### config.mk
export PLATFORM = sky130hd
export DESIGN_NAME = seg_display_ctrl
export DESIGN_NICKNAME = d
export VERILOG_FILES = /design/src/rtl/seg_display_ctrl.sv
export SDC_FILE = /design/constraint.sdc
export NUM_CORES = 1
export LEC_CHECK = 0
export BUFFER_PORTS_ARGS = -buffer_cell sky130_fd_sc_hd__buf_4
export CAP_MARGIN = 20
export CORE_MARGIN = 2
export CORE_UTILIZATION = 40
export DETAILED_ROUTE_END_ITERATION = 12
export GPL_TIMING_DRIVEN = 0
export HOLD_SLACK_MARGIN = 0.08
export PLACE_DENSITY = 0.71
export RECOVER_POWER = 25
export SLEW_MARGIN = 20
export SYNTH_ARGS = -nofsm -noshare
export SYNTH_HDL_FRONTEND = slang
export SYNTH_SLANG_ARGS = --single-unit
### constraint.sdc
create_clock -name i_clk -period 2.7 [get_ports i_clk]
set_input_delay 0.54 -clock i_clk [delete_from_list [all_inputs] [get_ports i_clk]]
set_output_delay 0.54 -clock i_clk [all_outputs]
set_load 0.005 [all_outputs]
### src/rtl/seg_display_ctrl.sv
// Debounced snapshot of a 32-bit result word, shown as 8 hex digits
// on a multiplexed common-anode 7-segment display.
module seg_display_ctrl #(
  parameter int DEBOUNCE_CYCLES = 1000000,
  parameter int REFRESH_CYCLES  = 100000
) (
  input  logic        i_clk,
  input  logic        i_rst,
  input  logic        i_btn_enable_d_s_o,
  input  logic [31:0] i_data,
  output logic [7:0]  o_an,
  output logic [6:0]  o_seg,
  output logic        o_dp,
  output logic        o_word_valid,
  output logic [31:0] o_word
);

  localparam int DW = (DEBOUNCE_CYCLES > 1) ? $clog2(DEBOUNCE_CYCLES) : 1;
  localparam int RW = (REFRESH_CYCLES > 1) ? $clog2(REFRESH_CYCLES) : 1;
  localparam logic [DW-1:0] DB_LAST = DW'(DEBOUNCE_CYCLES - 1);
  localparam logic [RW-1:0] RF_LAST = RW'(REFRESH_CYCLES - 1);

  logic          sync1_q, sync1_d;
  logic          sync2_q, sync2_d;
  logic          db_q, db_d;
  logic [DW-1:0] db_cnt_q, db_cnt_d;
  logic          prev_q, prev_d;
  logic [RW-1:0] ref_cnt_q, ref_cnt_d;
  logic [2:0]    idx_q, idx_d;
  logic [31:0]   word_q, word_d;
  logic          valid_q, valid_d;
  logic [7:0]    an_q, an_d;
  logic [6:0]    seg_q, seg_d;
  logic [3:0]    nib;

  function automatic logic [6:0] hex7(input logic [3:0] n);
    logic [6:0] s;
    case (n)
      4'h0: s = 7'h40;
      4'h1: s = 7'h79;
      4'h2: s = 7'h24;
      4'h3: s = 7'h30;
      4'h4: s = 7'h19;
      4'h5: s = 7'h12;
      4'h6: s = 7'h02;
      4'h7: s = 7'h78;
      4'h8: s = 7'h00;
      4'h9: s = 7'h10;
      4'hA: s = 7'h08;
      4'hB: s = 7'h03;
      4'hC: s = 7'h46;
      4'hD: s = 7'h21;
      4'hE: s = 7'h06;
      default: s = 7'h0E;
    endcase
    return s;
  endfunction

  always_comb begin
    sync1_d  = i_btn_enable_d_s_o;
    sync2_d  = sync1_q;
    db_d     = db_q;
    db_cnt_d = '0;
    if (sync2_q != db_q) begin
      if (db_cnt_q == DB_LAST) begin
        db_d = ~db_q;
      end else begin
        db_cnt_d = db_cnt_q + 1'b1;
      end
    end
    prev_d  = db_q;
    word_d  = word_q;
    valid_d = valid_q;
    if (db_q && !prev_q) begin
      word_d  = i_data;
      valid_d = 1'b1;
    end
  end

  always_comb begin
    ref_cnt_d = ref_cnt_q + 1'b1;
    idx_d     = idx_q;
    if (ref_cnt_q == RF_LAST) begin
      ref_cnt_d = '0;
      idx_d     = idx_q + 3'd1;
    end
    nib   = word_q[{idx_q, 2'b00} +: 4];
    an_d  = 8'hFF;
    seg_d = 7'h7F;
    if (valid_q) begin
      an_d  = ~(8'h01 << idx_q);
      seg_d = hex7(nib);
    end
  end

  always_ff @(posedge i_clk) begin
    if (i_rst) begin
      sync1_q   <= 1'b0;
      sync2_q   <= 1'b0;
      db_q      <= 1'b0;
      db_cnt_q  <= '0;
      prev_q    <= 1'b0;
      ref_cnt_q <= '0;
      idx_q     <= 3'd0;
      word_q    <= 32'h0;
      valid_q   <= 1'b0;
      an_q      <= 8'hFF;
      seg_q     <= 7'h7F;
    end else begin
      sync1_q   <= sync1_d;
      sync2_q   <= sync2_d;
      db_q      <= db_d;
      db_cnt_q  <= db_cnt_d;
      prev_q    <= prev_d;
      ref_cnt_q <= ref_cnt_d;
      idx_q     <= idx_d;
      word_q    <= word_d;
      valid_q   <= valid_d;
      an_q      <= an_d;
      seg_q     <= seg_d;
    end
  end

  assign o_an         = an_q;
  assign o_seg        = seg_q;
  assign o_dp         = 1'b1;
  assign o_word_valid = valid_q;
  assign o_word       = word_q;

endmodule

==> results of run 1 <==
[worst reg2reg max path: cells and delay by family (launching register included)]
family / cells / cell delay, ps
DFF: 1 / 370
AOI/OAI and AO/OA: 3 / 520
adders and majority gates: 1 / 210
muxes: 2 / 850
buffers and inverters: 3 / 460
[stage by stage]
step / total power (W) / hold slack (ps) / area [um^2]
finish: 0.002411 / 407.3 / 4952
global route: 0.002491 / 399.7 / 4952
CTS: 0.002419 / 399.3 / 4952
detailed placement: 0.001469 / 443.2 / 4731
global placement: 0.001468 / 428.1 / 4731
floorplan: 0.001422 / 413.8 / 3956
[registers in the layout, summed over array words and instances, names as in the netlist]
register and flops:
ref_cnt_q 17, o_word_valid 1, prev_q 1, sync2_q 1
o_seg 7, idx_q 3, db_q 1, sync1_q 1
db_cnt_q 20, o_an 8, o_word 32
[kinds of logic (layout without fill, tap and decap cells)]
family | after synthesis | count (layout) | share of synthesized area [%]
multiplexers | 18 | 18 | 7.053
adder cells (fa/ha/maj) | 14 | 14 | 4.428
buffers and inverters | 33 | 130 | 3.732
other | 1 | 1 | 0.09479
AND/OR/NAND/NOR | 197 | 197 | 22.45
XOR/XNOR | 35 | 35 | 7.748
AO/OA/AOI/OAI | 51 | 51 | 7.938
flip-flops | 92 | 92 | 46.55
[worst paths after layout]
check | startpoint | to | slack [ps] | cells after the start
setup / recovery | idx_q[1]$_SDFFE_PP0N_ | o_seg[3]$_SDFF_PP1_ | 150 | 9
setup reg to reg | idx_q[1]$_SDFFE_PP0N_ | o_seg[3]$_SDFF_PP1_ | 150 | 9
hold reg to reg | sync1_q$_SDFF_PP0_ | sync2_q$_SDFF_PP0_ | 450 | 1
hold / removal | i_data[16] | o_word[16]$_SDFFE_PP0P_ | 410 | 3
[placed cells by master, fill, tap and decap left out, types with 2 or more instances in the layout]
master and count:
nor3_1 5, nor4_1 4, clkbuf_1 16, ha_1 14, mux2i_1 7, mux2i_4 2
a31oi_1 2, o221ai_1 4, nand2b_1 3, nor2b_1 6, xor2_1 19, o22a_1 2
nand4_1 8, clkbuf_8 10, and3_1 6, dfxtp_1 91, inv_6 2, a21oi_1 33
o21ai_0 3, mux4_2 4, nand2_1 81, nor2_1 53, inv_1 11, buf_2 3
buf_6 2, mux4_1 2, buf_4 61, mux2_2 3, clkinvlp_4 2, clkbuf_4 21
and4_1 2, nand3_1 22, xnor2_1 16
[layout make-up]
| cell class | count | area [um^2] |
|---|---|---|
| Buffer | 22 | 108.9 |
| Clock buffer | 10 | 137.6 |
| Clock inverter | 6 | 71.32 |
| Fill cell | 921 | 4732 |
| Inverter | 11 | 41.29 |
| Multi-Input combinational cell | 316 | 1979 |
| Sequential cell | 92 | 1843 |
| Tap cell | 133 | 166.4 |
| Timing Repair Buffer | 81 | 604.3 |
[layer usage]
| layer | wire length (um) | vias to the layer above |
|---|---|---|
| li1 | - | 1669 |
| met1 | 4237 | 1546 |
| met2 | 4457 | 82 |
| met3 | 499 | 10 |
| met4 | 137 | 0 |
| met5 | 0 | - |
[timing repair]
action | 4_1_cts | 5_1_grt
gates resized for setup | 2 | 2
buffers inserted | 0 | 0
endpoints found under the setup margin | 1 | 1
pin swaps | 0 | 0
cloned | 0 | 0
[power by group through the flow]
stage | Combinational, W | Sequential, W | Clock (W)
2_1_floorplan | 0.0000247 | 0.00140 | 0
3_3_place_gp | 0.0000704 | 0.00140 | 0
3_5_place_dp | 0.0000714 | 0.00140 | 0
4_1_cts | 0.0000715 | 0.00137 | 0.000981
5_1_grt | 0.0000774 | 0.00137 | 0.00105
6_report | 0.0000705 | 0.00137 | 0.000974
==> flow_metrics.py, run 1 <==
metrics = {
    "pwr": {
        "switching_power_w": 0.0005482,
        "power.density_nw_per_um2": 486.8,
        "p_comb_share_pct": 2.9,
        "clockPowerShare_pct": 40.4,
        "p_int_w": 0.001863,
        "switching_share_pct": 22.74,
        "irDropWorstVdd_v": 0.0002613,
        "p_seq_share_pct": 56.7,
        "p_leak_nw": 1.865,
    },
    "drt": {
        "via_per_inst": 4.928,
        "drt_first_iter_violations": 115,
        "wl_per_cell_um": 13.91,
        "postRouteAntennaNets": 0,
        "firstDrtPassIters": 4,
        "num_vias": 3307,
        "routed_wl_um": 9331,
        "route.detailed.drc": 0,
    },
    "grt": {
        "grt_pass1_wl_um": 14810,
        "use_met3_pct": 4.570,
        "overflow": 0,
        "antenna_found_initial": 0,
        "met2_usage_pct": 28.98,
        "grt_max_degree": 17,
        "grt_pass1_vias": 3095,
        "top_usage_layer": "met2",
        "grt_use_met1_pct": 23.56,
        "grt_use_total_pct": 17.97,
    },
    "critical_path": {
        "crit_chain": "clkbuf_4, mux4_2, mux2i_4, inv_1, ha_1, inv_1, a21oi_1, a2111oi_0, a31oi_1",
        "worstPathRequired_ps": 2930,
        "crit_fanout": 10,
        "critPathMostFrequentCell": "inv_1",
        "cp_slowest_stage_delay_ps": 560,
        "cp-end-kind": "flip-flop",
        "cp_top_family": "multiplexers",
        "cp_data_arrival_time_ps": 2780,
        "path_buf_inv": 3,
        "worstSetupPathType": "flip-flop to flip-flop",
        "crit_slowest_cell": "mux4_2",
        "start_kind": "flip-flop",
    },
    "timing": {
        "maxSlewHeadroom_pct": 56.48,
        "period_needed_ps": 2554,
        "finalWorstSetupSlack_ps": 145.8,
        "tightest_slew_ps": 646.8,
        "fin_skew_ps": 11.39,
        "post-route-period-util_pct": 94.60,
        "max_clock_freq_mhz": 391.5,
        "grt_setup_unrepaired": "no",
        "setup_viol": 0,
        "tns_ps": 0,
        "hold_viol": 0,
        "final_max_slew_viol_count": 0,
    },
    "clock_tree": {
        "cts_buffer_depth": 2,
        "clk_latency_ps": 360,
        "cts.sinks": 92,
        "cts_buffers": 9,
        "cts_tree": "done",
        "ctsHoldBuffers": 0,
        "path_clk_slew_ps": 100,
        "cts.htree.levels": 3,
        "clock-root-buffer": "clkbuf_8",
    },
    "yosys": {
        "syn_area_um2": 3956,
        "synth_top_area_share_pct": 46.55,
        "synth_common_cells": "dfxtp_1 (92), nand2_1 (81), nor2_1 (53)",
        "avgSynthCellArea_um2": 8.971,
        "ys_seq_area_share_pct": 46.55,
        "synth-edff-count": 0,
        "ys_types": 44,
        "synth_area_leaders": "dfxtp_1 (47%), nand2_1 (7.7%), nor2_1 (5.0%), ha_1 (4.4%), xor2_1 (4.2%)",
        "synth_warnings": 0,
        "yosysMostFrequentCell": "dfxtp_1",
        "syn_inst": 441,
        "async_reset_ff_share_pct": 0,
        "synth_fp_nets": 490,
        "yosys_most_used_dff": "dfxtp_1",
        "yosys.area.top_type": "dfxtp_1",
        "yosys_register_bits": 92,
    },
    "place": {
        "dp_cells": 655,
        "place_hpwl_um": 6984,
        "pre_cts_ws_ps": -142.3,
        "port_buffers": 81,
        "place_congestion": 0.8310,
    },
    "floorplanning": {
        "die-area_um2": 10700,
        "dieWidth_um": 103.5,
        "ios": 84,
        "die_y_um": 103.5,
        "core.rowCount": 36,
        "core_area_um2": 9684,
        "initial_core_util_pct": 40.85,
    },
    "run": {
        "drv_cap": 0,
    },
    "layout": {
        "nets": 582,
        "syn_to_final_growth_pct": 25.17,
        "antenna_cells": 0,
        "final_core_util_pct": 51.14,
        "finalNonFillerCells": 671,
        "layout-drive-gt1-share_pct": 21.93,
    },
    "run_status": {
        "status": "complete, no violations",
    },
    "worst_hold_path": {
        "hold_path.class": "input pin to flip-flop",
    },
}
Note: power is estimated with default switching activity, not from simulation.
==> run 2: changes to the inputs <==
Settings changed: PLACE_DENSITY 0.71 to 0.69.
==> run 2 against run 1 <==
Net effect: clock skew decreased by 1.7 ps; clock power increased by 8%; first-iteration DRC count decreased by 6.1%.
==> flow_metrics.py, run 2 (synthesized netlist as in run 1, its figures left out) <==
metrics = {
    "timing": {
        "fin_skew_ps": 9.652,
        "grt_setup_unrepaired": "no",
        "tightest_slew_ps": 691.4,
        "hold_viol": 0,
        "setup_viol": 0,
        "post-route-period-util_pct": 93.40,
        "final_max_slew_viol_count": 0,
        "tns_ps": 0,
        "maxSlewHeadroom_pct": 53.48,
        "max_clock_freq_mhz": 396.6,
        "period_needed_ps": 2522,
    },
    "grt": {
        "overflow": 0,
        "grt_pass1_wl_um": 14510,
        "antenna_found_initial": 0,
        "grt_pass1_vias": 3051,
        "grt_use_total_pct": 17.47,
        "grt_max_degree": 17,
    },
    "drt": {
        "routed_wl_um": 9075,
        "num_vias": 3239,
        "postRouteAntennaNets": 0,
        "wl_met2_um": 4230,
        "drt_first_iter_violations": 108,
        "m1WireLength_um": 4274,
        "wl_per_cell_um": 13.52,
        "highest_layer": "met4",
        "route.met3.wl_um": 394,
        "route.detailed.drc": 0,
        "firstDrtPassIters": 4,
        "via_per_inst": 4.827,
    },
    "place": {
        "port_buffers": 81,
        "place_congestion": 0.8297,
        "place_hpwl_um": 6771,
    },
    "layout": {
        "largest_register_ffs": 32,
        "layout_common_cells": "dfxtp_1 (91), nand2_1 (81), buf_4 (61), nor2_1 (53), a21oi_1 (33)",
        "final_core_util_pct": 51.29,
        "mostFrequentLayoutCell": "dfxtp_1",
        "syn_to_final_growth_pct": 25.55,
        "antenna_cells": 0,
        "layout-drive-gt1-share_pct": 21.56,
        "nets": 582,
    },
    "floorplanning": {
        "initial_core_util_pct": 40.85,
        "ios": 84,
        "die-area_um2": 10700,
        "core_area_um2": 9684,
        "dieWidth_um": 103.5,
        "die_y_um": 103.5,
        "core.rowCount": 36,
    },
    "pwr": {
        "power.density_nw_per_um2": 501.3,
        "p_seq_share_pct": 54.9,
        "clockPowerShare_pct": 42.3,
        "switching_share_pct": 21.46,
        "p_int_w": 0.001956,
        "switching_power_w": 0.0005343,
        "p_comb_share_pct": 2.9,
        "p_leak_nw": 1.872,
        "irDropWorstVdd_v": 0.0002413,
    },
    "clock_tree": {
        "cts_buffer_depth": 2,
        "path_clk_slew_ps": 90,
        "ctsHoldBuffers": 0,
        "cts_tree": "done",
        "cts.sinks": 92,
        "clk_latency_ps": 370,
        "clock-root-buffer": "clkbuf_8",
        "cts_buffers": 9,
        "cts.htree.levels": 3,
    },
    "critical_path": {
        "crit_start": "idx_q[1]$_SDFFE_PP0N_",
        "cp-end-kind": "flip-flop",
        "start_kind": "flip-flop",
        "cp_data_arrival_time_ps": 2760,
        "crit_fanout": 10,
        "worstPathRequired_ps": 2940,
        "worstSetupPathType": "flip-flop to flip-flop",
        "r2r-start": "idx_q[1]$_SDFFE_PP0N_",
    },
    "run_status": {
        "status": "complete, no violations",
    },
    "worst_hold_path": {
        "worstHoldStart": "i_btn_enable_d_s_o",
        "hold_path.class": "input pin to flip-flop",
    },
    "run": {
        "drv_cap": 0,
    },
}
## run 2: power groups by stage
stage / Combinational [W] / Clock [W] / Sequential (W)
CTS: 0.0000728 / 0.00108 / 0.00137
finish: 0.0000713 / 0.00105 / 0.00137
floorplan: 0.0000247 / 0 / 0.00140
global route: 0.0000778 / 0.00114 / 0.00137
detailed placement: 0.0000725 / 0 / 0.00140
global placement: 0.0000709 / 0 / 0.00140
## run 2: per-layer routing
layer | up-vias | global-route usage (%)
li1 | 1660 | -
met3 | 14 | 5.578
met5 | - | 0
met1 | 1489 | 22.69
met4 | 0 | 6.174
met2 | 76 | 27.39
## run 2: final timing paths
check / cells after the start / to / slack, ps
setup / recovery: 9 / o_seg[3]$_SDFF_PP1_ / 180
hold / removal: 2 / sync1_q$_SDFF_PP0_ / 400
setup reg to reg: 9 / o_seg[3]$_SDFF_PP1_ / 180
hold reg to reg: 1 / sync2_q$_SDFF_PP0_ / 450
## run 2: per-stage QoR
step,cell area [um^2],hold slack (ps),worst slack (ps),total power (W),std cells
final,4967,401.2,178.3,0.002490,671
after detailed placement,4731,443.8,-99.71,0.001471,655
after CTS,4966,396.1,59.29,0.002517,671
after floorplan,3956,413.8,333.8,0.001422,441
after global placement,4731,424.2,-53.12,0.001469,655
after global routing,4967,396.0,46.72,0.002586,671
## run 2: critical path, stage by stage, from the launching register on
cell and delay [ps]:
dfxtp_1 370, clkbuf_4 250, mux4_2 570, mux2i_4 280
inv_1 130, ha_1 210, inv_1 70, a21oi_1 40
a2111oi_0 390, a31oi_1 80
## run 2: repair_timing
| action | 4_1_cts | 5_1_grt |
|---|---|---|
| gates cloned | 0 | 0 |
| endpoints found under the setup margin | 1 | 1 |
| buffers inserted | 0 | 0 |
| gates resized for setup | 1 | 3 |
## run 2: area by class of cell
type	instances	area [um^2]
buffer	22	108.9
clock buffer	10	137.6
clock inverter	6	93.84
fill	909	4717
inverter	11	41.29
multi-input combinational	316	1979
sequential	92	1843
tap	133	166.4
timing repair buffer	81	596.8
